[src/rtl/c1541_head_ctrl.sv]
// C1541 drive head controller: stepper decode, half-track position, settle timer,
// dirty-track save requests and the disk-change write-protect window.
module c1541_head_ctrl #(
    parameter int CHG_CYCLES    = 15000000,
    parameter int SETTLE_CYCLES = 96000,
    parameter int RESET_HT      = 36,
    parameter int MAX_HT        = 80,
    parameter int MIN_HT        = 1
) (
    input  logic       clk_c1541,
    input  logic       reset,
    input  logic       disk_change,
    input  logic       disk_readonly,
    input  logic       mtr,
    input  logic [1:0] stp,
    input  logic       act,
    input  logic       buff_we,
    input  logic       sd_busy,
    output logic [6:0] half_track,
    output logic [5:0] track,
    output logic       tr00_sense_n,
    output logic       wps_n,
    output logic       save_track,
    output logic       head_settled,
    output logic       save_pend_dbg
);

    localparam int CW = $clog2(CHG_CYCLES + 1);
    localparam int SW = $clog2(SETTLE_CYCLES + 1);

    typedef enum logic {
        IDLE      = 1'b0,
        SAVE_PEND = 1'b1
    } state_t;

    state_t          state_q, state_d;
    logic [1:0]      stp_r_q, stp_r_d;
    logic            act_r_q, act_r_d;
    logic            dc_r_q, dc_r_d;
    logic [6:0]      half_track_q, half_track_d;
    logic [5:0]      track_q, track_d;
    logic            modified_q, modified_d;
    logic [SW-1:0]   settle_q, settle_d;
    logic            readonly_q, readonly_d;
    logic [CW-1:0]   ch_timeout_q, ch_timeout_d;
    logic            ch_state_q, ch_state_d;

    logic step_in, step_out, step_evt, act_fall, save_trig, dc_rise;

    // Quadrature decode of the two-bit stepper phase against last cycle's phase.
    always_comb begin
        step_in  = mtr && (((stp_r_q == 2'd0) && (stp == 2'd2)) ||
                           ((stp_r_q == 2'd2) && (stp == 2'd1)) ||
                           ((stp_r_q == 2'd1) && (stp == 2'd3)) ||
                           ((stp_r_q == 2'd3) && (stp == 2'd0)));
        step_out = mtr && (((stp_r_q == 2'd0) && (stp == 2'd3)) ||
                           ((stp_r_q == 2'd2) && (stp == 2'd0)) ||
                           ((stp_r_q == 2'd1) && (stp == 2'd2)) ||
                           ((stp_r_q == 2'd3) && (stp == 2'd1)));
        step_evt  = step_in || step_out;
        act_fall  = act_r_q && !act;
        save_trig = step_evt || act_fall;
        dc_rise   = disk_change && !dc_r_q;
    end

    always_comb begin
        stp_r_d      = stp;
        act_r_d      = act;
        dc_r_d       = disk_change;
        half_track_d = half_track_q;
        track_d      = half_track_q[6:1];
        settle_d     = settle_q;

        if (step_in && (half_track_q < 7'(MAX_HT))) begin
            half_track_d = half_track_q + 7'd1;
        end else if (step_out && (half_track_q > 7'(MIN_HT))) begin
            half_track_d = half_track_q - 7'd1;
        end

        // A clamped step still restarts the settle timer.
        if (step_evt) begin
            settle_d = SW'(SETTLE_CYCLES - 1);
        end else if (settle_q != '0) begin
            settle_d = settle_q - SW'(1);
        end
    end

    // Save FSM and dirty flag; a trigger while pending folds into that request.
    always_comb begin
        state_d    = state_q;
        save_track = 1'b0;
        modified_d = modified_q;

        case (state_q)
            IDLE: begin
                if (save_trig && modified_q) begin
                    state_d = SAVE_PEND;
                end
            end
            SAVE_PEND: begin
                if (!sd_busy) begin
                    state_d    = IDLE;
                    save_track = !reset;
                end
            end
            default: state_d = IDLE;
        endcase

        if (save_trig && modified_q) begin
            modified_d = 1'b0;
        end
        if (buff_we) begin
            modified_d = 1'b1;
        end
        if (disk_change) begin
            modified_d = 1'b0;
        end
    end

    always_comb begin
        readonly_d   = readonly_q;
        ch_timeout_d = ch_timeout_q;
        ch_state_d   = (ch_timeout_q != '0);
        if (dc_rise) begin
            readonly_d   = disk_readonly;
            ch_timeout_d = CW'(CHG_CYCLES);
        end else if (ch_timeout_q != '0) begin
            ch_timeout_d = ch_timeout_q - CW'(1);
        end
    end

    always_ff @(posedge clk_c1541) begin
        if (reset) begin
            state_q      <= IDLE;
            stp_r_q      <= stp;
            act_r_q      <= act;
            half_track_q <= 7'(RESET_HT);
            track_q      <= 6'(RESET_HT / 2);
            modified_q   <= 1'b0;
            settle_q     <= '0;
        end else begin
            state_q      <= state_d;
            stp_r_q      <= stp_r_d;
            act_r_q      <= act_r_d;
            half_track_q <= half_track_d;
            track_q      <= track_d;
            modified_q   <= modified_d;
            settle_q     <= settle_d;
        end
    end

    // The disk-change window survives a drive reset.
    always_ff @(posedge clk_c1541) begin
        dc_r_q       <= dc_r_d;
        readonly_q   <= readonly_d;
        ch_timeout_q <= ch_timeout_d;
        ch_state_q   <= ch_state_d;
    end

    assign half_track    = half_track_q;
    assign track         = track_q;
    assign tr00_sense_n  = |track_q;
    assign wps_n         = (~readonly_q) ^ ch_state_q;
    assign head_settled  = (settle_q == '0);
    assign save_pend_dbg = (state_q == SAVE_PEND);

endmodule

[config.mk]
export PLATFORM = sky130hd
export DESIGN_NAME = c1541_head_ctrl
export DESIGN_NICKNAME = d
export VERILOG_FILES = /design/src/rtl/c1541_head_ctrl.sv
export SDC_FILE = /design/constraint.sdc
export NUM_CORES = 1
export LEC_CHECK = 0
export ABC_AREA = 1
export BUFFER_PORTS_ARGS = -buffer_cell sky130_fd_sc_hd__buf_4
export CAP_MARGIN = 15
export CORE_UTILIZATION = 64
export CTS_CLUSTER_SIZE = 20
export DETAILED_ROUTE_END_ITERATION = 16
export PLACE_DENSITY = 0.85
export SETUP_SLACK_MARGIN = 0.3
export SYNTH_ARGS = -nofsm -noshare
export SYNTH_HDL_FRONTEND = slang
export SYNTH_SLANG_ARGS = --single-unit
[constraint.sdc]
create_clock -name clk_c1541 -period 3.09 [get_ports clk_c1541]
set_input_delay 0.927 -clock clk_c1541 [delete_from_list [all_inputs] [get_ports clk_c1541]]
set_output_delay 0.927 -clock clk_c1541 [all_outputs]
set_load 0.01 [all_outputs]
==> results of run 1 <==
-- Yosys cell counts (all sizes together) (5+ instances only) --
cell    number
nor3        10
nand4       11
xnor2       16
nand2      118
nor2       121
a21oi       20
ha           6
o21ai       11
inv         41
buf          5
xor2        17
clkbuf       5
dfxtp       61
nand3       27
-- worst min-delay path by stage --
stage	start	cells past startpoint	endpoint	slack, ns
floorplan	modified_q	2	modified_q	0.44
global placement	modified_q	2	modified_q	0.45
detailed placement	modified_q	2	modified_q	0.46
CTS	modified_q	2	modified_q	0.47
global route	modified_q	2	modified_q	0.48
finish	modified_q	2	modified_q	0.47
-- cell type report --
type | instances | share of cell area
multi-input cells | 364 | 0.494
clock inverters | 3 | 0.00410
well taps | 67 | 0.0229
repair buffers | 28 | 0.0574
inverters | 42 | 0.0441
flip-flops and latches | 62 | 0.342
clock buffers | 11 | 0.0359
-- sequential cells by signal, indices dropped and copies added, names as in the netlist --
register and count:
half_track 7, stp_r_q 2, ch_state_q 1, track 6, settle_q 17, ch_timeout_q 24
act_r_q 1, readonly_q 1, dc_r_q 1, save_pend_dbg 1, modified_q 1
-- critical path, stage by stage, from the launching register on --
cell        delay, ns
dfxtp_1          0.31
inv_1            0.09
ha_1             0.20
nand2_2          0.11
nor2_4           0.19
nand3_4          0.19
clkinvlp_4       0.19
buf_4            0.14
-- cell families after synthesis --
family / after synthesis / synth area share
DFF: 62 / 0.383
xor gates and xnor gates: 33 / 0.0885
buffers and inverters: 52 / 0.0652
adders and majority gates: 6 / 0.0230
and+or+nand+nor: 291 / 0.384
AOI/OAI and AO/OA: 34 / 0.0556
-- through the flow --
step	total power [mW]	util	worst slack (ns)	instance area, um2
finish	2.16	0.760	0.412	3660
global route	2.30	0.760	0.334	3660
CTS	2.16	0.758	0.306	3650
detailed placement	1.60	0.727	0.667	3500
global placement	1.57	0.727	0.711	3500
floorplan	1.46	-	0.763	3260
-- power breakdown --
group	switching, mW	internal (mW)
sequential	0.0980	0.901
clock	0.290	0.278
combinational	0.371	0.227
-- metal layers --
layer  part of all wire  global-route usage  vias to the layer above
met1               0.43               0.338                     1407
met2               0.51               0.508                       86
met4              0.021               0.132                        0
met3              0.043              0.0453                       16
met5                  0                   0                        -
li1                   -                   -                     1561
-- what timing repair did --
action / CTS / global route
endpoints found under the setup margin: 0 / 1
resized for setup: 0 / 2
hold endpoints to repair: 0 / 0
hold buffers: 0 / 0
==> results.sh, run 1 <==
export IMPL_status="finished clean"
export IMPL_dp_hpwl_mm=5.20
export IMPL_fin_hold_ws_ns=0.468
export IMPL_cts_tree="built"
export IMPL_synthArstFlopShare=0
export IMPL_required_ns=2.16
export IMPL_synth_area_leaders="dfxtp_1 (37%), nor2_1 (13%), nand2_1 (13%)"
export IMPL_setup_viol=0
export IMPL_fp_dieW_um=73.4
export IMPL_endpoint_kind="output port"
export IMPL_start_util=0.678
export IMPL_core_um2=4820
export IMPL_clock_sinks=62
export IMPL_grt_ovfl_total=0
export IMPL_synthesis_area_um2=3260
export IMPL_cts_buffers=9
export IMPL_setup_tns_ns=0
export IMPL_synth_warnings=0
export IMPL_multi_input_area_um2=1810
export IMPL_drt_total_wl_mm=7.03
export IMPL_reg2reg_to="ch_timeout_q[22]"
export IMPL_mostFrequentLayoutCell="nor2_1"
export IMPL_clockBufferDepth=2
export IMPL_vias=3070
export IMPL_h_tree_depth=3
export IMPL_dieArea_um2=5390
export IMPL_r2r_cells=8
export IMPL_leakage_nw=1.70
export IMPL_fillers=421
export IMPL_syn_area_per_cell_um2=6.83
export IMPL_grt_max_degree=20
export IMPL_fin_cells=577
export IMPL_hold_viol=0
export IMPL_gp_congestion=1.01
export IMPL_path_clk_slew_ns=0.06
export IMPL_arrival_ns=1.75
export IMPL_cp_max_fo=11
export IMPL_finClkSkew_ns=0.00476
export IMPL_r2r_start="ch_timeout_q[0]"
export IMPL_area_growth_pct=12.2
export IMPL_max_slew_worst_pin_slew_ns=0.553
export IMPL_ys_seq_area_frac=0.383
export IMPL_clock_root_buffer="clkbuf_8"
export IMPL_drtAntennaViolNets=0
export IMPL_maxSlewHeadroom=0.630
export IMPL_clk_latency_ns=0.34
export IMPL_nets=523
export IMPL_regArea_um2=1250
export IMPL_drive_gt1_frac=0.127
export IMPL_most_common_layout_cells="nor2_1 (115), nand2_1 (111), dfxtp_1 (61)"
export IMPL_vias_per_cell=5.32
export IMPL_yosysTopAreaCell="dfxtp_1"
export IMPL_drv_slew=0
export IMPL_routedWlPerCell_um=12.2
export IMPL_critPathKind="register to output port"
export IMPL_rrSetupSlack_ns=1.37
export IMPL_die_y_um=73.4
export IMPL_postSynthNetCount=494
export IMPL_rows=25
export IMPL_synth_edff_count=1
export IMPL_syn_inst=478
export IMPL_hold_path_class="register to register"
export IMPL_fmax_mhz=373
export IMPL_peakVddDrop_mv=0.422
export IMPL_fin_crit_ns=2.68
export IMPL_numPortBuffers=27
export IMPL_synthDominantCellAreaShare=0.374
export IMPL_rsz0062_at_grt="no"
export IMPL_fin_crit_sh=0.867
export IMPL_ios=28
export IMPL_cap_viol_max_count=0
export IMPL_cp_start_kind="register"
export IMPL_grt_pass1_vias=2837
export IMPL_power_density_nw_per_um2=591
export IMPL_placed_cells=563
export IMPL_post_route_drc_count=0
export IMPL_endpoint="head_settled"
export IMPL_worstSetupStartpoint="settle_q[1]"
export IMPL_antenna_found_initial=0
export IMPL_ys_flop_type="dfxtp_1"
export IMPL_synth_distinct_cells=33
export IMPL_postCtsSetupBuffers=0
export IMPL_grt_usage=0.286
export IMPL_num_antenna_cells=0
export IMPL_drtIter0Drc=181
export IMPL_ys_ff_latch=62
export IMPL_first_pass_iters=5
export IMPL_grt_pass1_wl_mm=11.8
No activity file was read; power rests on OpenSTA's default activity.
==> inputs of run 2 (changes only) <==
--- a/config.mk
+++ b/config.mk
@@ -5,13 +5,13 @@
 export SDC_FILE = /design/constraint.sdc
 export NUM_CORES = 1
 export LEC_CHECK = 0
-export ABC_AREA = 1
+export ABC_AREA = 0
 export BUFFER_PORTS_ARGS = -buffer_cell sky130_fd_sc_hd__buf_4
 export CAP_MARGIN = 15
-export CORE_UTILIZATION = 64
+export CORE_UTILIZATION = 63
 export CTS_CLUSTER_SIZE = 20
 export DETAILED_ROUTE_END_ITERATION = 16
-export PLACE_DENSITY = 0.85
+export PLACE_DENSITY = 0.84
 export SETUP_SLACK_MARGIN = 0.3
 export SYNTH_ARGS = -nofsm -noshare
 export SYNTH_HDL_FRONTEND = slang
==> run 2 against run 1 <==
Compared with the run above: wire length decreased by 17%; power decreased by 3.5%; non-clock buffer count increased by 1; die area decreased by 6.6%; worst setup slack about the same; register-to-register slack got worse by 0.37 ns; hold slack improved by 0.0063 ns; clock power increased by 26%; first-iteration DRC count decreased by 33%; fmax about the same; largest cell class unchanged; largest power group unchanged.
==> results.sh, run 2 <==
export IMPL_netlist_top_cells_count="dfxtp_1 (61), nor2_1 (27), a21oi_1 (18), nand2_1 (18), xnor2_1 (16)"
export IMPL_synth_edff_count=1
export IMPL_setup_viol=0
export IMPL_met1_usage=0.314
export IMPL_cts_tree="built"
export IMPL_cap_viol_max_count=0
export IMPL_top_usage_layer="met2"
export IMPL_cts_buffers=9
export IMPL_grt_met3_usage=0.0598
export IMPL_ys_seq_area_frac=0.418
export IMPL_critPathMaxStageDelay_ns=0.66
export IMPL_clock_root_buffer="clkbuf_8"
export IMPL_critPathKind="register to output port"
export IMPL_synth_simple_gate_area_share=0.265
export IMPL_cp_max_fo=6
export IMPL_hp_start="ch_timeout_q[19]"
export IMPL_synth_xor_area_frac=0.0760
export IMPL_dieArea_um2=5030
export IMPL_drtAntennaViolNets=0
export IMPL_regMostFlops="ch_timeout_q"
export IMPL_synth_mux_area_frac=0.0326
export IMPL_cp_start_kind="register"
export IMPL_numPortBuffers=27
export IMPL_maxSlewHeadroom=0.571
export IMPL_h_tree_depth=3
export IMPL_crit_buf_inv=1
export IMPL_regArea_um2=1250
export IMPL_holdBufCountCts=0
export IMPL_synth_distinct_cells=57
export IMPL_fp_dieW_um=71.0
export IMPL_vias_per_cell=5.97
export IMPL_rrSetupSlack_ns=1.00
export IMPL_area_growth_pct=15.1
export IMPL_gp_congestion=0.888
export IMPL_clockBufferDepth=2
export IMPL_finClkSkew_ns=0.00728
export IMPL_fin_crit_sh=0.867
export IMPL_synth_warnings=0
export IMPL_dpl_cell_area_um2=3240
export IMPL_use_met2=0.441
export IMPL_synthesis_area_um2=3000
export IMPL_vias=2460
export IMPL_ios=28
export IMPL_post_route_drc_count=0
export IMPL_grt_ovfl_total=0
export IMPL_fin_crit_ns=2.68
export IMPL_grt_max_degree=34
export IMPL_synthDominantCellAreaShare=0.408
export IMPL_routedWlPerCell_um=14.1
export IMPL_rows=24
export IMPL_synth_compound_area_frac=0.155
export IMPL_arrival_ns=1.75
export IMPL_fin_util=0.770
export IMPL_synthArstFlopShare=0
export IMPL_synth_area_leaders="dfxtp_1 (41%), xnor2_1 (4.7%), nor2_1 (3.4%)"
export IMPL_clock_sinks=62
export IMPL_path_clk_slew_ns=0.07
export IMPL_drt_total_wl_mm=5.82
export IMPL_setup_tns_ns=0
export IMPL_fillers=331
export IMPL_endpoint="head_settled"
export IMPL_hold_path_class="register to register"
export IMPL_mostFrequentLayoutCell="dfxtp_1"
export IMPL_yosysTopAreaCell="dfxtp_1"
export IMPL_most_common_layout_cells="dfxtp_1 (61), buf_4 (29), nor2_1 (26)"
export IMPL_num_antenna_cells=0
export IMPL_drtIter0Drc=122
export IMPL_multi_input_area_um2=1660
export IMPL_ys_flop_type="dfxtp_1"
export IMPL_cp_num_cells=3
export IMPL_crit_path_cell_trace="or4_1, nor2_2, buf_4"
export IMPL_reg2reg_to="ch_timeout_q[15]"
export IMPL_peakVddDrop_mv=0.397
export IMPL_max_slew_worst_pin_slew_ns=0.643
export IMPL_fmax_mhz=373
export IMPL_grt_pass1_vias=2375
export IMPL_antenna_found_initial=0
export IMPL_largest_reg_flops=24
export IMPL_r2r_cells=5
export IMPL_core_um2=4470
export IMPL_drv_slew=0
export IMPL_nets=371
export IMPL_postSynthNetCount=340
export IMPL_ys_ff_latch=62
export IMPL_status="finished clean"
export IMPL_synthAdderAreaFrac=0.0251
export IMPL_first_pass_iters=4
export IMPL_fin_area_um2=3450
export IMPL_drive_gt1_frac=0.183
export IMPL_synth_top_family_by_area="simple AND/OR/NAND/NOR gates"
export IMPL_grt_usage=0.258
export IMPL_syn_area_per_cell_um2=9.24
export IMPL_power_density_nw_per_um2=606
export IMPL_r2r_start="ch_timeout_q[20]"
export IMPL_start_util=0.669
export IMPL_critPathTopFamily="simple AND/OR/NAND/NOR gates"
export IMPL_worst_slack_ns=0.412
export IMPL_dp_hpwl_mm=3.97
export IMPL_clk_latency_ns=0.34
export IMPL_synth_most_common_cell="dfxtp_1"
export IMPL_dp_worst_setup_slack_ns=0.390
export IMPL_cp_slowest_cell="or4_1"
export IMPL_syn_inst=324
export IMPL_rsz0062_at_grt="no"
export IMPL_grt_pass1_wl_mm=10.3
export IMPL_die_y_um=71.0
export IMPL_worstSetupStartpoint="settle_q[16]"
export IMPL_endpoint_kind="output port"
export IMPL_leakage_nw=1.33
export IMPL_required_ns=2.16
export IMPL_hold_viol=0
[run 2: cell count changes after synthesis, sizes merged, moves of 10 or more]
| cell | change |
|---|---|
| nor2 | -94 |
| nand2 | -100 |
| inv | -27 |
| nand3 | -20 |
| a31oi | +10 |
| or3 | +10 |
[run 2: worst min path at each step]
stage / slack [ns] / to / cells past startpoint
5_1_grt: 0.51 / ch_timeout_q[19] / 2
2_1_floorplan: 0.44 / ch_timeout_q[19] / 2
3_3_place_gp: 0.46 / ch_timeout_q[19] / 2
3_5_place_dp: 0.47 / ch_timeout_q[19] / 2
6_report: 0.47 / ch_timeout_q[19] / 2
4_1_cts: 0.48 / ch_timeout_q[19] / 2
[run 2: routing by layer]
layer / vias to the layer above / share of wire
met2: 33 / 0.48
met3: 13 / 0.030
met4: 0 / 0.020
li1: 1258 / -
met5: - / 0
met1: 1156 / 0.47
[run 2: kinds of logic (layout without fill, tap and decap cells)]
group	count (synthesis)	after routing
compound gates	67	67
xor+xnor	26	26
fa+ha+maj	6	6
buf+inv	23	59
flops	62	62
mux	9	9
simple gates	131	131
[run 2: worst reg2reg max path, cell delays in order (launching register included)]
cell,delay [ns]
dfxtp_1,0.35
or3_4,0.43
or4b_4,0.57
o211ai_4,0.24
nor4_2,0.06
or3_1,0.34
[run 2: where the power goes]
group          switching, mW  internal (mW)  leakage (nW)
combinational          0.206          0.194         0.715
clock                  0.304          0.412         0.106
sequential            0.0892          0.884         0.510
total                  0.599           1.49          1.33
[run 2: what timing repair did]
action                     4_1_cts  5_1_grt
setup buffers                    0        1
setup endpoints to repair        1        1
resized for setup                1        0
pin swaps                        0        1
[run 2: area by class of cell]
| type | count | share of cell area |
|---|---|---|
| inverters | 14 | 0.0152 |
| repair buffers | 29 | 0.0632 |
| clock inverters | 4 | 0.0131 |
| multi-input cells | 239 | 0.482 |
| flip-flops and latches | 62 | 0.363 |
| clock buffers | 12 | 0.0450 |
| well taps | 52 | 0.0189 |
[run 2: metrics by stage]
step           std cells  hold slack, ns  total power, mW
2_1_floorplan        324           0.442             1.29
3_3_place_gp         395           0.458             1.37
3_5_place_dp         395           0.473             1.38
4_1_cts              411           0.483             2.10
5_1_grt              412           0.507             2.21
6_report             412           0.475             2.09
